[src/rtl/sincronizador_comas_pkg.sv]
// Shared constants, state encoding and helpers for the word-synchronisation stage
// and the 8b/10b blocks that reuse its classifier.
package sincronizador_comas_pkg;

    localparam logic [9:0] K28_5_RDN = 10'b0011111010;
    localparam logic [9:0] K28_5_RDP = 10'b1100000101;

    typedef enum logic [1:0] {
        PERDIDA  = 2'b00,
        ADQ      = 2'b01,
        SINC     = 2'b10,
        SINC_ERR = 2'b11
    } estado_t;

    localparam int COMAS_ADQ_DEF  = 3;
    localparam int ERR_MAX_DEF    = 4;
    localparam int BUENAS_REC_DEF = 4;

    // Number of ones in a 10-bit code group; balanced groups carry 4, 5 or 6.
    function automatic logic [3:0] popcount10(input logic [9:0] palabra);
        logic [3:0] suma;
        suma = 4'd0;
        for (int i = 0; i < 10; i++) begin
            suma = suma + {3'b000, palabra[i]};
        end
        return suma;
    endfunction

endpackage

[src/rtl/sincronizador_comas_if.sv]
// Word stream into the synchroniser and tagged word stream out of it.
interface sincronizador_comas_if;

    logic       enb;
    logic       valida;
    logic [9:0] entradas;
    logic [9:0] salidas;
    logic       valida_sal;
    logic       es_coma;
    logic       sincronizado;
    logic [7:0] errores;

    modport slave (
        input  enb, valida, entradas,
        output salidas, valida_sal, es_coma, sincronizado, errores
    );

    modport master (
        output enb, valida, entradas,
        input  salidas, valida_sal, es_coma, sincronizado, errores
    );

endinterface

[src/rtl/sincronizador_comas_clasificador_palabra.sv]
// Combinational code-group classifier: K28.5 detection and running-disparity
// sanity check by popcount.
module clasificador_palabra
    import sincronizador_comas_pkg::*;
(
    input  logic [9:0] palabra,
    output logic       es_coma,
    output logic       es_mala
);

    logic [3:0] unos_s;

    // A comma is balanced by construction, so it can never be flagged bad.
    always_comb begin
        unos_s  = popcount10(palabra);
        es_coma = (palabra == K28_5_RDN) || (palabra == K28_5_RDP);
        if ((unos_s >= 4'd4) && (unos_s <= 4'd6)) begin
            es_mala = 1'b0;
        end else begin
            es_mala = !es_coma;
        end
    end

endmodule

[src/rtl/sincronizador_comas.sv]
// Word synchroniser: forwards every accepted code group, tracks comma-based
// acquisition and error-based loss of sync, and counts bad words while synced.
module sincronizador_comas
    import sincronizador_comas_pkg::*;
#(
    parameter int COMAS_ADQ  = COMAS_ADQ_DEF,
    parameter int ERR_MAX    = ERR_MAX_DEF,
    parameter int BUENAS_REC = BUENAS_REC_DEF
)(
    input  logic                 clk,
    input  logic                 rst,
    sincronizador_comas_if.slave bus
);

    localparam int W_COMA   = $clog2(COMAS_ADQ + 1);
    localparam int W_ERR    = $clog2(ERR_MAX + 1);
    localparam int W_BUENAS = $clog2(BUENAS_REC + 1);

    localparam logic [W_COMA-1:0]   COMA_CERO   = W_COMA'(0);
    localparam logic [W_COMA-1:0]   COMA_UNO    = W_COMA'(1);
    localparam logic [W_COMA-1:0]   COMA_FIN    = W_COMA'(COMAS_ADQ);
    localparam logic [W_ERR-1:0]    ERR_CERO    = W_ERR'(0);
    localparam logic [W_ERR-1:0]    ERR_UNO     = W_ERR'(1);
    localparam logic [W_ERR-1:0]    ERR_FIN     = W_ERR'(ERR_MAX);
    localparam logic [W_BUENAS-1:0] BUENAS_CERO = W_BUENAS'(0);
    localparam logic [W_BUENAS-1:0] BUENAS_UNO  = W_BUENAS'(1);
    localparam logic [W_BUENAS-1:0] BUENAS_FIN  = W_BUENAS'(BUENAS_REC);

    estado_t             estado_r;
    logic [W_COMA-1:0]   cnt_coma_r;
    logic [W_ERR-1:0]    cnt_err_r;
    logic [W_BUENAS-1:0] cnt_buenas_r;
    logic [9:0]          salidas_r;
    logic                valida_sal_r;
    logic                es_coma_r;
    logic                sincronizado_r;
    logic [7:0]          errores_r;

    logic                coma_s;
    logic                mala_s;
    logic [W_COMA-1:0]   coma_sig_s;
    logic [W_ERR-1:0]    err_sig_s;
    logic [W_BUENAS-1:0] buenas_sig_s;
    logic [7:0]          errores_sig_s;

    clasificador_palabra u_clasificador (
        .palabra (bus.entradas),
        .es_coma (coma_s),
        .es_mala (mala_s)
    );

    assign coma_sig_s    = cnt_coma_r + COMA_UNO;
    assign err_sig_s     = cnt_err_r + ERR_UNO;
    assign buenas_sig_s  = cnt_buenas_r + BUENAS_UNO;
    assign errores_sig_s = (errores_r == 8'hFF) ? 8'hFF : (errores_r + 8'd1);

    assign bus.salidas      = salidas_r;
    assign bus.valida_sal   = valida_sal_r;
    assign bus.es_coma      = es_coma_r;
    assign bus.sincronizado = sincronizado_r;
    assign bus.errores      = errores_r;

    // Sync FSM, counters and forwarded word; enb=0 freezes everything, valida_sal included.
    always_ff @(posedge clk) begin
        if (rst) begin
            estado_r       <= PERDIDA;
            cnt_coma_r     <= COMA_CERO;
            cnt_err_r      <= ERR_CERO;
            cnt_buenas_r   <= BUENAS_CERO;
            salidas_r      <= 10'd0;
            valida_sal_r   <= 1'b0;
            es_coma_r      <= 1'b0;
            sincronizado_r <= 1'b0;
            errores_r      <= 8'd0;
        end else if (bus.enb) begin
            valida_sal_r <= bus.valida;
            if (bus.valida) begin
                salidas_r <= bus.entradas;
                es_coma_r <= coma_s;
                case (estado_r)
                    PERDIDA, ADQ: begin
                        if (coma_s) begin
                            if (coma_sig_s == COMA_FIN) begin
                                estado_r       <= SINC;
                                sincronizado_r <= 1'b1;
                                cnt_coma_r     <= COMA_CERO;
                                cnt_err_r      <= ERR_CERO;
                                cnt_buenas_r   <= BUENAS_CERO;
                            end else begin
                                estado_r   <= ADQ;
                                cnt_coma_r <= coma_sig_s;
                            end
                        end else if (mala_s) begin
                            estado_r   <= PERDIDA;
                            cnt_coma_r <= COMA_CERO;
                        end
                    end
                    SINC, SINC_ERR: begin
                        if (mala_s) begin
                            errores_r    <= errores_sig_s;
                            cnt_buenas_r <= BUENAS_CERO;
                            if (err_sig_s == ERR_FIN) begin
                                estado_r       <= PERDIDA;
                                sincronizado_r <= 1'b0;
                                cnt_err_r      <= ERR_CERO;
                                cnt_coma_r     <= COMA_CERO;
                            end else begin
                                estado_r  <= SINC_ERR;
                                cnt_err_r <= err_sig_s;
                            end
                        end else if (estado_r == SINC_ERR) begin
                            // Errors are forgiven only after an unbroken run of good words.
                            if (buenas_sig_s == BUENAS_FIN) begin
                                estado_r     <= SINC;
                                cnt_err_r    <= ERR_CERO;
                                cnt_buenas_r <= BUENAS_CERO;
                            end else begin
                                cnt_buenas_r <= buenas_sig_s;
                            end
                        end
                    end
                    default: begin
                        estado_r       <= PERDIDA;
                        sincronizado_r <= 1'b0;
                        cnt_coma_r     <= COMA_CERO;
                        cnt_err_r      <= ERR_CERO;
                        cnt_buenas_r   <= BUENAS_CERO;
                    end
                endcase
            end
        end
    end

endmodule

[src/flat_wrapper.sv]
// flat-port wrapper written by rule: the top's interface ports become plain ports
module sincronizador_comas_flat import sincronizador_comas_pkg::*;
#(
    parameter int COMAS_ADQ  = COMAS_ADQ_DEF,
    parameter int ERR_MAX    = ERR_MAX_DEF,
    parameter int BUENAS_REC = BUENAS_REC_DEF
)
  (clk, rst, bus_enb, bus_valida, bus_entradas, bus_salidas, bus_valida_sal, bus_es_coma, bus_sincronizado, bus_errores);
  sincronizador_comas_if bus_i ();
  input  logic clk;
  input  logic rst;
  input wire logic [$bits(bus_i.enb)-1:0] bus_enb;
  input wire logic [$bits(bus_i.valida)-1:0] bus_valida;
  input wire logic [$bits(bus_i.entradas)-1:0] bus_entradas;
  output wire logic [$bits(bus_i.salidas)-1:0] bus_salidas;
  output wire logic [$bits(bus_i.valida_sal)-1:0] bus_valida_sal;
  output wire logic [$bits(bus_i.es_coma)-1:0] bus_es_coma;
  output wire logic [$bits(bus_i.sincronizado)-1:0] bus_sincronizado;
  output wire logic [$bits(bus_i.errores)-1:0] bus_errores;
  assign bus_i.enb = bus_enb;
  assign bus_i.valida = bus_valida;
  assign bus_i.entradas = bus_entradas;
  assign bus_salidas = bus_i.salidas;
  assign bus_valida_sal = bus_i.valida_sal;
  assign bus_es_coma = bus_i.es_coma;
  assign bus_sincronizado = bus_i.sincronizado;
  assign bus_errores = bus_i.errores;
  sincronizador_comas #(.COMAS_ADQ(COMAS_ADQ), .ERR_MAX(ERR_MAX), .BUENAS_REC(BUENAS_REC)) u_core (.clk(clk), .rst(rst), .bus(bus_i));
endmodule
[config.mk]
export PLATFORM = sky130hd
export DESIGN_NAME = sincronizador_comas_flat
export DESIGN_NICKNAME = d
export VERILOG_FILES = /design/src/rtl/sincronizador_comas_pkg.sv /design/src/rtl/sincronizador_comas_if.sv /design/src/rtl/sincronizador_comas_clasificador_palabra.sv /design/src/rtl/sincronizador_comas.sv /design/src/flat_wrapper.sv
export SDC_FILE = /design/constraint.sdc
export NUM_CORES = 1
export LEC_CHECK = 0
export BUFFER_PORTS_ARGS = -buffer_cell sky130_fd_sc_hd__buf_2
export CAP_MARGIN = 20
export CORE_ASPECT_RATIO = 0.8
export CORE_MARGIN = 5
export CORE_UTILIZATION = 58
export DETAILED_ROUTE_END_ITERATION = 6
export PLACE_DENSITY = 0.91
export SLEW_MARGIN = 5
export SYNTH_ARGS = -nofsm -noshare
export SYNTH_HDL_FRONTEND = slang
export SYNTH_SLANG_ARGS = --single-unit
[constraint.sdc]
create_clock -name clk -period 7.8 [get_ports clk]
set_input_delay 1.17 -clock clk [delete_from_list [all_inputs] [get_ports clk]]
set_output_delay 1.17 -clock clk [all_outputs]
set_load 0.01 [all_outputs]
# After elaboration in Yosys (flattened, before gate mapping)
# Cells that the tools add are included.
word_totals:
  ff_bits: 31
  output_inout_bits: 21
  word_cells: 84
classes:
  add_sub_neg: 13
  order_cmp: 2
  eq_ne: 16
  muxes: 31
  n_reduce_logical: 13
op_table:
  columns: ["cell", "count"]
  rows:
  - ["2-to-1 mux 3 bit", 9]
  - ["adder 4 x 1 -> 4 bit", 6]
  - ["2-to-1 mux 2 bit", 11]
  - ["AND reduction 5 bit", 3]
  - ["case mux 3 bit (2 select lines)", 2]
  - ["AND reduction 6 bit", 2]
  - ["equality test 10 bit, second input constant", 1]
  - ["equality test 10 x 8 -> 1 bit, second input constant", 1]
  - ["!= test 3 x 1 -> 1 bit, second input constant", 3]
  - ["adder 8 x 1 -> 8 bit, second input constant", 1]
  - ["equality test 8 bit, second input constant", 1]
  - ["2-to-1 mux 8 bit", 1]
  - ["!= test 2 x 1 -> 1 bit, second input constant", 4]
  - ["case mux 2 bit (2 select lines)", 2]
  - ["adder 3 x 1 -> 3 bit, second input constant", 2]
  - ["equality test 2 bit, second input constant", 3]
  - ["equality test 3 bit, second input constant", 2]
  - ["2-to-1 mux 1 bit", 5]
  - ["adder 3 x 1 -> 4 bit", 1]
  - ["greater-or-equal comparator 4 x 3 -> 1 bit, second input constant", 1]
  - ["<= comparator 4 x 3 -> 1 bit, second input constant", 1]
  - ["AND reduction 4 bit", 1]
  - ["OR reduction 2 bit", 2]
  - ["adder 2 x 1 -> 3 bit", 1]
  - ["other kinds (9)", 9]

# Logic depth before layout (Yosys ltp)
logic_depth:
  depth_word: 15
  ltp_mapped: 13
  depth_no_buf: 13

# Modules after synthesis
# A second synthesis with hierarchy kept.
hier_totals:
  cells_unflattened: 206
  area_unflattened_um2: 1710.4
modules_own_cells:
  columns: ["module", "n_inst", "cells_each", "area_per_inst_um2", "seq_area_each_um2"]
  rows:
  - ["sincronizador_comas", 1, 170, 1402.6, 620.6]
  - ["clasificador_palabra", 1, 36, 307.8, 0.0]

# Worst setup path before layout
# Ideal clock, no wire load.
synth_timing:
  path_kind: "input to register"
  from: "input port bus_entradas[0]"
  to: "register u_core.cnt_buenas_r[0]"
  setup_ps: 70
  t_arrival_ps: 4686
  setup_slack_ps: 3043
  cell_stages: 13
  n_path_buf: 0
  cell_sequence: "inv_1 fa_1 fa_1 fa_1 inv_1 ha_1 fa_1 nor2b_1 a31oi_1 o2111ai_2 a31oi_4 or4b_1 a21oi_1"
synth_between:
  elab_chain_len: 14
  word_cells_on_any_way: 22
  classes_between: "9 x add/sub; 2 x order compare; 4 x eq/ne; 3 x mux; 4 x reduce/logical"
synth_rtl:
  columns: ["element", "line_no", "rtl"]
  rows:
  - ["start: declaration", "flat_wrapper.sv:14", "input wire logic [$bits(bus_i.entradas)-1:0] bus_entradas;"]
  - ["adder 1 x 1 -> 2 bit", "sincronizador_comas_pkg.sv:24", "suma = suma + {3'b000, palabra[i]};"]
  - ["adder 2 x 1 -> 3 bit", "sincronizador_comas_pkg.sv:24", null]
  - ["adder 3 x 1 -> 4 bit", "sincronizador_comas_pkg.sv:24", null]
  - ["adder 4 x 1 -> 4 bit (6 in series)", "sincronizador_comas_pkg.sv:24", null]
  - ["greater-or-equal comparator 4 x 3 -> 1 bit or <= comparator 4 x 3 -> 1 bit (tied branches)", "sincronizador_comas_clasificador_palabra.sv:17", "if ((unos_s >= 4'd4) && (unos_s <= 4'd6)) begin"]
  - ["logical AND 1 bit", "sincronizador_comas_clasificador_palabra.sv:17", null]
  - ["2-to-1 mux 1 bit", "sincronizador_comas_clasificador_palabra.sv:17", null]
  - ["!= test 3 x 1 -> 1 bit (no line) or 2-to-1 mux 3 bit (tied branches)", null, null]
  - ["AND reduction 5 bit (no line) or case mux 3 bit (2 select lines) (tied branches)", null, null]
  - ["end signal: assignment", "sincronizador_comas.sv:118", "cnt_buenas_r <= buenas_sig_s;"]
  - ["end: declaration", "sincronizador_comas.sv:32", "logic [W_BUENAS-1:0] cnt_buenas_r;"]
# Parallel ways exist; a longest one is shown, timed or not.
# A chain may end at the register's enable or synchronous reset.

# Final worst setup path
# Ends and elaborated chain as after synthesis.

==> impl_metrics.csv <==
group,metric,value,unit
run_status,outcome,"finished, final reports clean",
synth,syn-instance-count,211,
synth,synth_warnings,0,
global_routing,grt_max_degree,33,
worst_setup_path,regToRegSetupSlack,5890,ps
timing,tns,0,ps
cts,cts_tree,"built",
worst_setup_path,crit_arrival,5060,ps
global_routing,grt_util_all_layers,0.204,
floorplanning,die_width,71.7,um
routing,ant_nets,0,
routing,wl,3.94,mm
final_layout,drive_above_1_share,0.202,
worst_setup_path,cp_data_required_time,8010,ps
synth,synth_seq_cells,31,
pwr,ir_drop,0.155,mV
worst_setup_path,endpoint_kind,"flop",
cts,clkLatencyLatePin,280,ps
routing,via_per_inst,5.85,
cts,numCtsBuffers,5,
timing,fin_hold_ws,454,ps
synth,async_flop_share,0,
final_layout,fin_util,0.719,
min_path,hp-class,"reg -> reg",
job,drv_cap,0,
routing,drc_errors,0,
timing,max_freq,206,MHz
floorplanning,die_height,59.4,um
timing,setup_viol,0,
synth,seq_area_frac_synth,0.351,
cts,cts-resized-gates,0,
timing,worst_slack,2950,ps
global_routing,grt-ovfl-total,0,
global_routing,first_global_vias,1541,
timing,fin_crit_sh,0.622,
cts,post_cts_buffers,0,
cts,clock_path_buffers,2,
floorplanning,num_io_pins,35,
timing,skew,7.72,ps
placed_design,port_buffers,34,
cts,clock-sinks,31,
final_layout,n_antenna_cell,0,
timing,finalHoldViolCount,0,
synth,synthesis.nets,240,
global_routing,grt_pass1_wl,6.82,mm
pwr,p_per_area,195,nW/um^2
routing,vias,1644,
placed_design,placed_cells,273,
cts,h-tree-depth,2,
timing,slew_viol_final,0,
final_layout,fin_nets,271,
timing,period_needed,4850,ps
synth,synth_cell_type_count,44,
synth,syn_area,1770,um^2
floorplanning,rows,17,
worst_setup_path,critPathMaxFanout,8,
global_routing,antenna_found_initial,0,
floorplanning,core,2850,um^2
worst_setup_path,worstSetupPathType,"in -> reg",
floorplanning,die-area,4260,um^2
routing,drt_iter0_drc,102,
timing,rsz0062_at_grt,"no",
placed_design,gp_congestion,0.852,
timing,tightest_slew,754,ps
placed_design,hpwlAfterDp,2.91,mm
timing,relSlewSlack,0.496,
cts,path_clk_slew,60,ps
pwr,leakagePower,0.875,nW
cts,hold_buffers,0,
floorplanning,initial_utilization,0.620,
routing,wl_per_cell,14.0,um
worst_setup_path,worst_setup_path_start_kind,"primary input",
routing,first_pass_iters,4,
synth,synth_edf_count,0,
final_layout,area_delta_synth_final,15.9,%
final_layout,fin_cells,281,
synth,synth-main-ff-cell,"dfxtp_1",
cts,cts-root-buf,"clkbuf_8",
placed_design,dp_worst_setup_slack,2670,ps
synth,syn_avg_cell_area,8.38,um^2
[cell type report]
| type | count | area (um^2) |
|---|---|---|
| Inverter | 11 | 41.3 |
| Timing Repair Buffer | 34 | 170 |
| Fill cell | 245 | 802 |
| Multi-Input combinational cell | 159 | 1070 |
| Tap cell | 38 | 47.5 |
| Sequential cell | 31 | 621 |
| Clock buffer | 8 | 100 |
[cell usage in the layout, fill, tap and decap left out, types with 2 or more instances in the layout]
cell type  instances
a211oi_1           2
a21oi_1           25
a311oi_1           3
a31oi_1            3
a41oi_1            3
and2_1             3
and3_1             5
and4_1             2
and4b_1            2
buf_2             34
clkbuf_8           7
dfxtp_1           31
fa_1               6
ha_1               9
inv_1             11
nand2_1           30
nand2b_1           6
nand3_1            4
nand4_1            4
nor2_1            11
nor3_1            11
nor3b_1            2
nor4_1             2
o21ai_0            5
xor2_1             2
[flip-flops by register name, summed over array words and instances (netlist names)]
register and flops:
u_core.bus.salidas 10, u_core.bus.errores 8, u_core.cnt_buenas_r 3, u_core.cnt_err_r 3, u_core.cnt_coma_r 2, u_core.estado_r 2, u_core.bus.es_coma 1, u_core.bus.sincronizado 1
u_core.bus.valida_sal 1
[kinds of logic (layout without fill, tap and decap cells)]
kind of cell / count (synthesis) / after routing / synth area share
buf+inv: 21 / 53 / 0.0446
simple gates: 90 / 90 / 0.265
fa+ha+maj: 15 / 15 / 0.132
xor+xnor: 2 / 2 / 0.00991
flops: 31 / 31 / 0.351
compound gates: 52 / 52 / 0.197
[critical path: stages]
cell and delay [ps]:
buf_2 110, inv_1 70, fa_1 560, fa_1 440, fa_1 490, inv_1 40, ha_1 200, fa_1 380
nor2b_1 140, a31oi_1 260, o2111ai_2 330, a31oi_4 290, or4b_1 460, a21oi_1 130
[worst paths after layout]
check / from / endpoint / depth (start not counted)
worst max register to register: u_core.estado_r[1]$_SDFFE_PP0P_ / u_core.cnt_buenas_r[0]$_SDFFE_PP0P_ / 4
worst min register to register: u_core.bus.salidas[2]$_SDFFE_PP0P_ / u_core.bus.salidas[2]$_SDFFE_PP0P_ / 2
worst max-delay path: bus_entradas[0] / u_core.cnt_buenas_r[0]$_SDFFE_PP0P_ / 14
worst min-delay path: u_core.bus.salidas[2]$_SDFFE_PP0P_ / u_core.bus.salidas[2]$_SDFFE_PP0P_ / 2
[report_power, final]
part	internal [mW]	switching, mW	total (mW)	leakage (nW)
logic	0.0355	0.0575	0.0931	0.572
clock network	0.0804	0.0562	0.137	0.0515
registers	0.164	0.00644	0.170	0.252
[metal layers]
layer / wire length, um / GRT usage
met5: 0 / 0
met4: 49 / 0.0858
met3: 246 / 0.0593
met2: 1760 / 0.309
met1: 1880 / 0.271
[cell usage after synthesis, types with 2 or more instances]
| library cell | n | share of area |
|---|---|---|
| a211oi_1 | 2 | 0.0085 |
| a21oi_1 | 25 | 0.071 |
| a311oi_1 | 3 | 0.015 |
| a31oi_1 | 3 | 0.011 |
| a41oi_1 | 3 | 0.015 |
| and2_1 | 3 | 0.011 |
| and3_1 | 5 | 0.018 |
| and4_1 | 2 | 0.0099 |
| and4b_1 | 2 | 0.011 |
| clkbuf_1 | 9 | 0.019 |
| dfxtp_1 | 31 | 0.35 |
| fa_1 | 6 | 0.068 |
| ha_1 | 9 | 0.064 |
| inv_1 | 11 | 0.023 |
| nand2_1 | 30 | 0.064 |
| nand2b_1 | 6 | 0.021 |
| nand3_1 | 4 | 0.011 |
| nand4_1 | 4 | 0.014 |
| nor2_1 | 11 | 0.023 |
| nor3_1 | 11 | 0.031 |
| nor3b_1 | 2 | 0.0085 |
| nor4_1 | 2 | 0.0071 |
| o21ai_0 | 5 | 0.014 |
| xor2_1 | 2 | 0.0099 |
[stage by stage]
stage / total power, mW / area (um^2)
after CTS: 0.404 / 2050
after floorplan: 0.241 / 1770
after global routing: 0.427 / 2050
after global placement: 0.262 / 1950
after detailed placement: 0.266 / 1950
final: 0.400 / 2050
No activity file was read; power rests on OpenSTA's default activity.
